`config.mk`:
```
export PLATFORM = sky130hd
export DESIGN_NAME = noise_stream_reader
export DESIGN_NICKNAME = d
export VERILOG_FILES = /design/src/rtl/noise_stream_reader_pkg.sv /design/src/rtl/noise_scale_sat.sv /design/src/rtl/noise_stream_reader.sv
export SDC_FILE = /design/constraint.sdc
export NUM_CORES = 1
export LEC_CHECK = 0
export ABC_AREA = 0
export BUFFER_PORTS_ARGS = -buffer_cell sky130_fd_sc_hd__buf_2
export CAP_MARGIN = 20
export CORE_UTILIZATION = 33
export CTS_CLUSTER_SIZE = 10
export DETAILED_ROUTE_END_ITERATION = 8
export HOLD_SLACK_MARGIN = 0.05
export SETUP_SLACK_MARGIN = 0.1
export SYNTH_ARGS = -nofsm -noshare
export SYNTH_HDL_FRONTEND = slang
export SYNTH_SLANG_ARGS = --single-unit
```
`constraint.sdc`:
```
create_clock -name clk -period 17.7 [get_ports clk]
set_input_delay 3.54 -clock clk [delete_from_list [all_inputs] [get_ports clk]]
set_output_delay 3.54 -clock clk [all_outputs]
set_load 0.005 [all_outputs]
```
`src/rtl/noise_stream_reader_pkg.sv`:
```
// Shared types and defaults for the noise stream reader.
// Defaults track the LFSR noise generator bank that drives noise_array.
package noise_stream_reader_pkg;

    localparam int DEF_BUFFER_SIZE = 32;
    localparam int DEF_NUM_NEURONS = 16;
    localparam int DROP_W          = 8;

    typedef enum logic [1:0] {
        ST_IDLE   = 2'd0,
        ST_STREAM = 2'd1,
        ST_DONE   = 2'd2
    } state_e;

    function automatic logic [DROP_W-1:0] sat_inc(input logic [DROP_W-1:0] v);
        return (v == {DROP_W{1'b1}}) ? v : v + DROP_W'(1);
    endfunction

endpackage

```
`src/rtl/noise_scale_sat.sv`:
```
// Arithmetic right shift of one signed noise word, then saturation
// to the signed OUT_W output range.
module noise_scale_sat
    import noise_stream_reader_pkg::*;
#(
    parameter int buffer_size = DEF_BUFFER_SIZE,
    parameter int OUT_W       = 16,
    parameter int SHIFT_W     = 5
) (
    input  logic [buffer_size-1:0] word_i,
    input  logic [SHIFT_W-1:0]     shift_i,
    output logic [OUT_W-1:0]       sat_o
);

    localparam logic signed [buffer_size-1:0] SAT_MAX = buffer_size'((1 << (OUT_W-1)) - 1);
    localparam logic signed [buffer_size-1:0] SAT_MIN = ~SAT_MAX;

    logic signed [buffer_size-1:0] shifted;

    assign shifted = $signed(word_i) >>> shift_i;

    always_comb begin
        sat_o = shifted[OUT_W-1:0];
        if (shifted > SAT_MAX) begin
            sat_o = {1'b0, {(OUT_W-1){1'b1}}};
        end else if (shifted < SAT_MIN) begin
            sat_o = {1'b1, {(OUT_W-1){1'b0}}};
        end
    end

endmodule

```
`src/rtl/noise_stream_reader.sv`:
```
// Snapshots the packed noise bus on request and streams one scaled,
// saturated word per neuron over valid/ready, counting rejected requests.
//
//   state     | meaning
//   ST_IDLE   | waiting for sample; snapshot holds the previous capture
//   ST_STREAM | presenting word idx; advances on each handshake
//   ST_DONE   | one-cycle done pulse after the last word was accepted
module noise_stream_reader
    import noise_stream_reader_pkg::*;
#(
    parameter int buffer_size = DEF_BUFFER_SIZE,
    parameter int Num_Neurons = DEF_NUM_NEURONS,
    parameter int OUT_W       = 16,
    parameter int IDX_W       = 4,
    parameter int SHIFT_W     = 5
) (
    input  logic                               clk,
    input  logic                               reset,
    input  logic [Num_Neurons*buffer_size-1:0] noise_array,
    input  logic                               sample,
    input  logic [SHIFT_W-1:0]                 shift_amt,
    output logic                               out_valid,
    input  logic                               out_ready,
    output logic [OUT_W-1:0]                   out_data,
    output logic [IDX_W-1:0]                   out_idx,
    output logic                               busy,
    output logic                               done,
    output logic [DROP_W-1:0]                  drop_count
);

    localparam logic [IDX_W-1:0] LAST_IDX = IDX_W'(Num_Neurons - 1);

    state_e                 state_q, state_d;
    logic [IDX_W-1:0]       idx_q, idx_d;
    logic [buffer_size-1:0] snap_q [Num_Neurons];
    logic [buffer_size-1:0] snap_d [Num_Neurons];
    logic [SHIFT_W-1:0]     shift_q, shift_d;
    logic [DROP_W-1:0]      drop_q, drop_d;
    logic [OUT_W-1:0]       scaled;

    always_ff @(posedge clk) begin
        if (reset) begin
            state_q <= ST_IDLE;
            idx_q   <= '0;
            shift_q <= '0;
            drop_q  <= '0;
            for (int t = 0; t < Num_Neurons; t++) begin
                snap_q[t] <= '0;
            end
        end else begin
            state_q <= state_d;
            idx_q   <= idx_d;
            shift_q <= shift_d;
            drop_q  <= drop_d;
            for (int t = 0; t < Num_Neurons; t++) begin
                snap_q[t] <= snap_d[t];
            end
        end
    end

    always_comb begin
        state_d = state_q;
        idx_d   = idx_q;
        shift_d = shift_q;
        drop_d  = drop_q;
        for (int t = 0; t < Num_Neurons; t++) begin
            snap_d[t] = snap_q[t];
        end

        case (state_q)
            ST_IDLE: begin
                if (sample) begin
                    for (int t = 0; t < Num_Neurons; t++) begin
                        snap_d[t] = noise_array[t*buffer_size +: buffer_size];
                    end
                    shift_d = shift_amt;
                    idx_d   = '0;
                    state_d = ST_STREAM;
                end
            end
            ST_STREAM: begin
                if (out_ready) begin
                    if (idx_q == LAST_IDX) begin
                        state_d = ST_DONE;
                    end else begin
                        idx_d = idx_q + IDX_W'(1);
                    end
                end
            end
            ST_DONE: state_d = ST_IDLE;
            default: state_d = ST_IDLE;
        endcase

        // A request in DONE is also rejected: the reader is still busy that cycle.
        if (sample && (state_q != ST_IDLE)) begin
            drop_d = sat_inc(drop_q);
        end
    end

    noise_scale_sat #(
        .buffer_size(buffer_size),
        .OUT_W      (OUT_W),
        .SHIFT_W    (SHIFT_W)
    ) u_scale_sat (
        .word_i (snap_q[idx_q]),
        .shift_i(shift_q),
        .sat_o  (scaled)
    );

    assign out_valid  = (state_q == ST_STREAM);
    assign out_idx    = out_valid ? idx_q : '0;
    assign out_data   = out_valid ? scaled : '0;
    assign busy       = (state_q != ST_IDLE);
    assign done       = (state_q == ST_DONE);
    assign drop_count = drop_q;

endmodule
```
# ---- Word-level counts from Yosys, hierarchy flattened
# Memory sizes are Yosys's and may differ from the RTL's. A register that Yosys moved wholly into a read port is not among the register bits.
# Index checks and enable logic that the tools add are counted.
dict set report totals {
  register_bits 19
  ramBits 512
  inputBits 521
  output_inout_bits 31
  elab_cells 81
  mem_count 1
}
dict set report classes {
  add_sub_neg 2
  order_cmp 2
  eq_ne 10
  shift 1
  muxes 35
  bitwise 17
  n_reduce_logical 9
}
# memory words width rd rd_ports_with_merged_regs wr line
set memory_table {}
lappend memory_table {snap_q 16 32 1 1 16 noise_stream_reader.sv:35} ;# logic [buffer_size-1:0] snap_q [Num_Neurons];
# cell n
set ops {}
lappend ops {{$mux W512} 2}
lappend ops {{$mux W32} 16}
lappend ops {{$mux W16} 3}
lappend ops {{$gt A32 B16 Y1 const B} 1}
lappend ops {{$lt A32 B16 Y1 const B} 1}
lappend ops {{$sshr A32 B5 Y32} 1}
lappend ops {{$mux W4} 6}
lappend ops {{$or A1 B1 Y1} 16}
lappend ops {{$add A8 B1 Y8 const B} 1}
lappend ops {{$eq A8 B8 Y1 const B} 1}
lappend ops {{$pmux W4 S2} 1}
lappend ops {{$mux W2} 3}
lappend ops {{$ne A2 B2 Y1 const B} 3}
lappend ops {{$reduce_and A3 Y1} 2}
lappend ops {{$add A4 B1 Y4 const B} 1}
lappend ops {{$eq A4 B4 Y1 const B} 1}
lappend ops {{$ne A2 B1 Y1 const B} 2}
lappend ops {{$pmux W2 S2} 1}
lappend ops {{$reduce_and A2 Y1} 2}
lappend ops {{$reduce_and A4 Y1} 1}
lappend ops {{$reduce_bool A2 Y1} 2}
lappend ops {{$mux W1} 3}
lappend ops {{$eq A2 B1 Y1 const B} 1}
lappend ops {{$eq A2 B2 Y1 const B} 1}
lappend ops {{other kinds (4)} 4}

# ---- Logic depth before layout (Yosys ltp)
# Gate-level depths: netlist of the first run.
dict set report logic_depth {
  depth_word 6
  ltp_mapped 17
  depth_no_buf 10
}

# ---- Hierarchy
# Synthesis of the first run repeated with hierarchy kept, for this count alone.
dict set report unflattened {
  cells_unflattened 1702
  area_unflattened_um2 25766.0
}
# mod instances cells_each area_per_inst_um2 seq_area_each_um2
set by_module_without_submodules {}
lappend by_module_without_submodules {noise_stream_reader 1 1479 23646.4 15835.2}
lappend by_module_without_submodules {noise_scale_sat 1 223 2119.5 0.0}

# ---- Worst setup path before layout of the first run
# No wires, ideal clock.
dict set report synth_path {
  path_kind {input-to-reg}
  start {input reset}
  end {register (tool-made name)}
  setup_ns 0.774
  arrival_ns 18.195
  t_required_ns 16.926
  setup_slack_ns -1.269
  path_stages 4
  n_path_buf 2
  cell_sequence {clkbuf_1 -> nand2b_1 -> clkbuf_1 -> nor2_1}
}
# element line
set synth_lines {}
lappend synth_lines {{start: declaration} noise_stream_reader.sv:18} ;# input logic reset,

==> results of run 1 <==
[power by group through the flow]
stage	clock (mW)	combinational [mW]	sequential, mW
final	1.25	0.396	1.52
after global routing	1.32	0.427	1.53
after CTS	1.28	0.395	1.52
after detailed placement	0	0.394	1.55
after global placement	0	0.392	1.54
after floorplan	0	0.235	1.55
[flip-flops by register name, summed over array words and instances (netlist names), named ones only]
name,count
drop_count,8
idx_q,4
state_q,2
snap_q,512
shift_q,5
[through the flow]
stage	utilization [%]	cell area, sq um	worst slack (ps)
2_1_floorplan	-	26900	6750
3_3_place_gp	37.7	30400	8950
3_5_place_dp	37.7	30400	8800
4_1_cts	40.2	32400	8160
5_1_grt	40.3	32400	7780
6_report	40.3	32400	8210
[critical path, cell delays in order, from the launching register on]
cell and delay (ps):
sky130_fd_sc_hd__dfxtp_4 720, sky130_fd_sc_hd__buf_4 630, sky130_fd_sc_hd__buf_4 620, sky130_fd_sc_hd__mux4_2 410, sky130_fd_sc_hd__mux2i_1 250, sky130_fd_sc_hd__o22ai_1 260
sky130_fd_sc_hd__a32o_1 320, sky130_fd_sc_hd__nor4_1 240, sky130_fd_sc_hd__nor4bb_2 510, sky130_fd_sc_hd__nand4_1 240, sky130_fd_sc_hd__o31ai_4 730, sky130_fd_sc_hd__o21ai_1 180
sky130_fd_sc_hd__buf_2 180
[worst max path at each step]
stage             start                         end  slack (ps)
2_1_floorplan     reset  snap_q[0][0]$_SDFFCE_PN0P_        6750
3_3_place_gp   register                 out_data[0]        8950
3_5_place_dp   register                 out_data[3]        8800
4_1_cts        register                 out_data[0]        8160
5_1_grt        register                 out_data[3]        7780
6_report       register                 out_data[3]        8210
[metal layers]
metal  vias to the layer above  routed length [microns]  GRT usage (%)
li1                       8418                        -              -
met5                         -                       35              0
met3                       130                     5130           3.81
met4                         6                     2210           7.78
met2                       667                    41100           32.4
met1                      9171                    36000           26.3
[synth_stat cells, drive strengths merged, types with 2 or more instances]
master | instances | area, sq um
edfxtp | 512 | 15400
and2 | 334 | 2090
nor2b | 202 | 1270
mux4 | 99 | 2320
nand2 | 99 | 374
nor2 | 89 | 334
mux2i | 86 | 893
clkbuf | 81 | 308
o21ai | 67 | 373
buf | 62 | 510
a21oi | 35 | 186
mux2 | 28 | 315
a22oi | 26 | 219
dfxtp | 23 | 460
nor3 | 20 | 100
a221oi | 17 | 174
nand3 | 17 | 85.1
o211ai | 14 | 105
inv | 12 | 45.1
nand4 | 12 | 81.3
a211oi | 11 | 82.6
a22o | 11 | 97.6
nand2b | 11 | 68.8
o22ai | 9 | 62.6
a2bb2oi | 8 | 70.1
a32oi | 8 | 70.1
a221o | 7 | 71.3
and3 | 6 | 37.5
or2 | 6 | 37.5
xor2 | 6 | 52.6
a21o | 5 | 37.5
a31oi | 5 | 31.3
or3 | 5 | 31.3
nor4 | 4 | 25.0
o31ai | 4 | 48.8
o32ai | 4 | 42.6
a211o | 3 | 26.3
a311oi | 3 | 26.3
o2111ai | 3 | 26.3
o21a | 3 | 22.5
a2111oi | 2 | 36.3
a222oi | 2 | 20.0
ha | 2 | 25.0
o211a | 2 | 20.0
o221ai | 2 | 17.5
[area by class of cell]
cell class / count / share of cell area, %
Clock buffer: 82 / 5.41
Inverter: 13 / 0.150
Tap cell: 1060 / 4.09
Clock inverter: 15 / 0.667
Antenna cell: 21 / 0.162
Sequential cell: 535 / 48.9
Timing Repair Buffer: 574 / 9.18
Multi-Input combinational cell: 1294 / 31.5
[logic make-up (layout without fill, tap and decap cells)]
family	count (synthesis)	in the layout	share of synthesized area [%]
compound gates	261	261	7.35
xor+xnor	7	7	0.228
fa+ha+maj	2	2	0.0930
buf+inv	157	684	3.26
flops	535	535	58.9
mux	213	213	13.1
other cells	0	21	0
simple gates	811	811	17.1
==> run summary, run 1 <==
Buffers inserted during clock tree synthesis total 67. The tools report the number of cells upsized or downsized after cts as 0. Maximum number of pins on one net before global-route repair: 326. For this run, the top clock speed supported by timing is 0.105 GHz. The cell count after synthesis came out at 1986. Die area: 82700 sq um. Across the run, the number of max-cap violations was 0. The number of DRC violations after detailed routing was 0.

The run gives 0 as the number of buffers inserted for hold repair after clock tree synthesis. Critical register-to-register path startpoint: state_q[0]$_SDFFE_PP0P_. The logs give 20.0% for the aggregate global-route resource usage and 3594 for the number of standard cells in the layout, taps in and fillers out.

In the synthesized netlist the dominant register cell turns out to be sky130_fd_sc_hd__edfxtp_1. Registers are responsible for 48.0% of the overall power. The area of the placeable core is 80500 sq um. The area of the mapped netlist is 26900 sq um, and the combinational cell fraction of total power is 12.5%. The tools report the data required time of the critical path as 14160 ps.

The run finished with clean final reports. The internal power summed over all cells came out at 2.39 mW. Counting flops and latches in the post-synthesis netlist gives 535. The number of antenna violations at the first check in global routing is 25, and the initial cell density of the core is 33.4%.

The clock net in this run drives a total of 535 sinks. The post-layout minimum cycle time was 9490 ps; the total of warnings raised by yosys was 0. Clock-pin slew was measured on the worst setup and hold paths at 50 ps.

The logs give 552 for the I/O pin total and 61.4 mm for the detailed-placement wirelength estimate. Once detail routing completed, the nets flagged for antenna violations numbered 0. Setup repair after global routing left no endpoint under its margin. The tree is rooted in a sky130_fd_sc_hd__clkbuf_16. After detailed routing, the total wire length is 84.4 mm. The netlist uses 92 different library cells.

For the pin with the worst max-slew slack, the measured transition is 1300 ps. The design draws 3.17 mW. For this run, the post-layout net count is 3008. For this run, the detailed router's first-pass iteration total came to 6. The critical path launch point type is a register.

STA classifies the critical path endpoint as a primary output. Data arrives at the worst endpoint at 5950 ps. Worst hold path class: reg2reg.

The share of the cycle needed by the critical path after routing is 53.6%. Headroom to the max-slew limit came out at 13.1%. The number of H-tree branching levels is 3. Leaving out fill and tap cells, the most frequent cell in the layout is sky130_fd_sc_hd__buf_2. The run gives 489 ps as the worst slack on hold paths.

From synthesis to final layout, the design area changed by 20.6%. The tools report the final setup TNS as 0 ps. The ratio of total power to cell area is 97.6 nW/um^2, and the chip height is 288 microns. For the placed cell count, the log shows 3475.

The tools report the area of combinational cells with multiple inputs as 10200 sq um. Of the total power, the share spent switching nets is 24.6%. The number of cell rows was 104; the area used by sequential logic in the layout was 15900 sq um.

The via count of the first global-routing pass came out at 18800. TritonCTS built the clock tree. The worst register-to-register path ends at snap_q[8][1]$_SDFFCE_PN0P_. The maximum resistive drop on vdd is 0.0601 mV, and the die width is 288 microns.

In the layout the commonest cells are sky130_fd_sc_hd__buf_2, sky130_fd_sc_hd__edfxtp_1, sky130_fd_sc_hd__and2_1. The critical path in this run is classified as reg2out. The instance count along the most critical hold path is 1, and the number of fill cells in the layout is 7663. Dividing the synthesized area by the synthesized cell count gives 13.5 sq um.

The logs give 1505 for the number of DRC violations after detailed-routing iteration 0 and 39.5% for the clock network fraction of design power. Across the routed clock network, the largest skew measured is 18.7 ps. Counting every net in the synthesized netlist gives 2509. The count of pins over their slew limit is 0, and the largest fanout on the critical path is 38.

Summing over every cut layer, the via total after detailed routing is 18400. The first global-routing pass estimated 121 mm of wire. Counting flops with a built-in enable in the synthesized netlist gives 512. Setup violations remaining at the end of the flow were counted as 0.

The via density per instance came out at 5.12. After synthesis, flip-flops and latches occupy 58.9% of the total area. For the insertion delay to the later sink of the worst-skew pair, the log shows 610 ps. After clock tree synthesis, the setup repair step added 0 buffers. The congestion estimate from routability-driven global placement came to 0.889. The clock tree buffer depth was 3. The worst hold path begins at state_q[1]$_SDFFE_PP0P_. For hold timing, the worst endpoint is state_q[0]$_SDFFE_PP0P_. The average wire per standard cell came out at 23.5 microns. Measured in cells, the most critical reg-to-reg path has a length of 5. The run gives 779 uW as the switching component of the power. In this run the static leakage power is 12.6 nW. The hold violation total from the final report came out at 0. The share of cells above drive strength 1 was 32.4%; the count of input and output buffers was 551. The proportion of synthesized flip-flops having asynchronous set or reset came out at 0%. Summed over all layers, the global routing overflow is 0. Internal reg-to-reg setup slack: 13880 ps.
(Power assumes the default switching activity.)
==> inputs of run 2 (changes only) <==
==> constraint.sdc (replaced) <==
create_clock -name clk -period 9.75 [get_ports clk]
set_input_delay 1.95 -clock clk [delete_from_list [all_inputs] [get_ports clk]]
set_output_delay 1.95 -clock clk [all_outputs]
set_load 0.005 [all_outputs]
==> run 2 against run 1 <==
Effect of this change: count of clock-buffer cells in the layout is 4 higher; non-clock buffer count is 4 higher; wire length is 3.0% higher; global-route usage is 0.67 points higher; die area stayed put; critical path depth stayed put; combinational power is 83% higher; largest cell class unchanged.
==> run summary, run 2 (synthesized netlist as in run 1, its figures left out) <==
The run finished with clean final reports. The tools report the hold violation total from the final report as 0 (unchanged). Clock tree buffer depth: 3 (unchanged).

For the cell area after placement, the log shows 30400 sq um (about the same). The number of cells upsized or downsized after cts was 0 (unchanged); the via count of the first global-routing pass was 19000 (was 18800). The run gives 0 (unchanged) as the final global-route overflow total.

The area of the placeable core was 80500 sq um (unchanged). The run gives 0 (unchanged) as the setup violation total in the final timing report. The ratio of total power to cell area came out at 179 nW/um^2 (was 97.6 nW/um^2).

The worst hold path class is reg2reg (unchanged). The combinational cell fraction of total power is 12.4% (was 12.5%). Commonest cells after routing, fill and taps aside: sky130_fd_sc_hd__buf_2, sky130_fd_sc_hd__edfxtp_1, sky130_fd_sc_hd__and2_1 (unchanged). For the internal power summed over all cells, the log shows 4.38 mW (was 2.39 mW).

The critical path buffer and inverter count was 2 (was 3); the aggregate global-route resource usage was 20.6% (was 20.0%). The number of maximum-capacitance violations was 0 (unchanged). The switching component of the power is 1.43 mW (was 779 uW). For the worst-case clock skew, the log shows 36.9 ps (was 18.7 ps). The area growth from synthesis to layout is 20.8% (was 20.6%), and the count of antenna-violating nets left after detailed routing is 0 (unchanged). The post-layout minimum cycle time came out at 7890 ps. Switching share of power: 24.6% (about the same).

The die width works out to 288 microns (unchanged). Setup repair after global routing left no endpoint under its margin. The via count of the routed design is 18500 (was 18400), and the flip-flop count of the largest register after layout is 512 (unchanged). The I/O pin total is 552 (unchanged), and the chip height is 288 microns (unchanged). The delay contributed by the slowest stage of the critical path came out at 890 ps (was 730 ps).

The maximum resistive drop on vdd is 0.115 mV (was 0.0601 mV), and the number of H-tree branching levels is 3 (unchanged). The total CTS buffers came out at 68 (was 67). The initial cell density of the core was 33.4% (unchanged).

The most common cell after layout, fill and taps aside is sky130_fd_sc_hd__buf_2 (unchanged). The data required time of the critical path came out at 7800 ps (was 14160 ps). The largest fanout on the critical path came out at 61 (was 38). The transition time at the pin with the least slew margin came out at 1370 ps (was 1300 ps).

The tools report the number of sinks on the clock net as 535 (unchanged). The post-layout instance area came out at 32500 sq um (was 32400 sq um). The tools report the number of optimization iterations in the first detailed-route pass as 6 (unchanged). The master cell of the clock root buffer is sky130_fd_sc_hd__clkbuf_16 (unchanged). The logs give 0.127 GHz for the maximum frequency from static timing analysis and 82700 sq um (unchanged) for the die area. The tools report the number of cell rows as 104 (unchanged). The average wire per standard cell was 24.2 microns (was 23.5 microns).

Critical setup path kind: reg2out (unchanged). The register name with the most flops was snap_q (unchanged). Dividing the final minimum period by the clock period gives 80.9%. The number of post-CTS setup repair buffers came out at 0 (unchanged). The tools report the total routed wirelength as 87.0 mm (was 84.4 mm). The final setup TNS is 0 ps (unchanged), and the number of buffers inserted for hold repair after clock tree synthesis is 0 (unchanged).

The number of antenna violations at the first check in global routing was 21 (was 25). For the count of pins over their slew limit, the log shows 0 (unchanged). TritonCTS built the clock tree.

The count of input and output buffers came out at 551 (unchanged). The logs give 7647 (was 7663) for the number of fill cells in the layout and 1720 (was 1505) for the number of DRC violations after detailed-routing iteration 0. The share of total power in sequential cells was 47.6% (was 48.0%). The insertion delay to the later sink of the worst-skew pair came out at 610 ps (about the same). Slowest cell on the critical path: sky130_fd_sc_hd__buf_4 (was sky130_fd_sc_hd__o31ai_4). The routability-driven placement congestion ratio was 0.925 (was 0.889). The critical path launch point type is a register (unchanged). Cell Chain, Critical Path: buf_4 -> mux4_2 -> mux2i_1 -> o22ai_1 -> a22oi_1 -> o32ai_1 -> nand4b_1 -> nand2_1 -> or4b_1 -> o41a_1 -> o31ai_2 -> buf_2 (was buf_4 -> buf_4 -> mux4_2 -> mux2i_1 -> o22ai_1 -> a32o_1 -> nor4_1 -> nor4bb_2 -> nand4_1 -> o31ai_4 -> o21ai_1 -> buf_2).

The detailed-placement wirelength estimate was 64.1 mm (was 61.4 mm). Nature of the critical path endpoint: a primary output (unchanged). The run gives 12.6 nW (about the same) as the static leakage power. For the worst-case headroom to the max-slew limit, the log shows 8.38% (was 13.1%).

The via density per instance is 5.16 (was 5.12), and the maximum number of pins on one net before global-route repair is 212 (was 326). Share of cells above drive strength 1: 32.6% (was 32.4%). The clock-pin slew of the registers on the worst-case setup and hold paths works out to 50 ps (about the same). The run gives 39.9% (was 39.5%) as the clock network fraction of design power.

The tools report the wire length of the first global-routing pass as 124 mm (was 121 mm). Number of DRC violations after detailed routing: 0 (unchanged). The family with the most delay on the worst path is compound AO/OA/AOI/OAI gates (unchanged). The number of nets in the finished design was 3013 (was 3008). Data arrival time of the worst path: 5940 ps (was 5950 ps).
run 2: changes by cell type in the layout (fill, tap and decap cells not counted), sizes merged:
| cell | previous run | this run |
|---|---|---|
| buf | 574 | 578 |
| clkinvlp | 0 | 2 |
| diode | 21 | 16 |
| clkbuf | 82 | 86 |
| clkinv | 12 | 7 |
run 2: path summary, 6_finish.rpt:
kind / startpoint / endpoint / slack, ps / depth (start not counted)
setup / recovery: register / out_data[0] / 1860 / 12
hold / removal: state_q[1]$_SDFFE_PP0P_ / state_q[0]$_SDFFE_PP0P_ / 500 / 1
setup reg to reg: state_q[0]$_SDFFE_PP0P_ / snap_q[7][0]$_SDFFCE_PN0P_ / 6500 / 5
hold reg to reg: state_q[1]$_SDFFE_PP0P_ / state_q[0]$_SDFFE_PP0P_ / 500 / 1
run 2: worst reg2reg max path: stages (launching register included):
cell and delay (ps):
sky130_fd_sc_hd__dfxtp_1 390, sky130_fd_sc_hd__nor2_1 170, sky130_fd_sc_hd__nand2_1 200, sky130_fd_sc_hd__nand2b_4 130, sky130_fd_sc_hd__buf_12 520, sky130_fd_sc_hd__buf_4 1430
run 2: layout make-up:
class                      instances  area [sq um]  share of cell area [%]
timing repair buffer             578          3010                    9.26
inverter                          13          48.8                   0.150
clock inverter                    12           198                   0.608
clock buffer                      86          1820                    5.60
antenna                           16          40.0                   0.123
tap                             1060          1330                    4.08
multi-input combinational       1294         10200                    31.4
sequential                       535         15900                    48.8
run 2: through the flow:
stage          power (mW)  worst slack (ps)  util (%)  hold slack [ps]  instances
3_5_place_dp         3.53              2450      37.8              477       3479
4_1_cts              5.86              1800      40.3              487       3577
3_3_place_gp         3.53              2510      37.8              461       3479
2_1_floorplan        3.25               388         -              442       1986
5_1_grt              6.02              1600      40.4              511       3592
6_report             5.81              1860      40.4              496       3594
run 2: metal layers:
metal	track usage (%)	vias to the layer above	share of wire, %	wire, microns
met5	0	-	0.026	23
met4	6.82	4	2.5	2200
met3	3.75	122	6.3	5440
met2	34.9	720	50	43600
met1	26.6	9270	41	35800
li1	-	8418	-	-
run 2: power by group through the flow:
stage | logic, mW | clock network (mW) | registers (mW)
finish | 0.723 | 2.32 | 2.77
global route | 0.778 | 2.46 | 2.78
CTS | 0.724 | 2.37 | 2.77
detailed placement | 0.721 | 0 | 2.81
global placement | 0.720 | 0 | 2.81
floorplan | 0.427 | 0 | 2.82
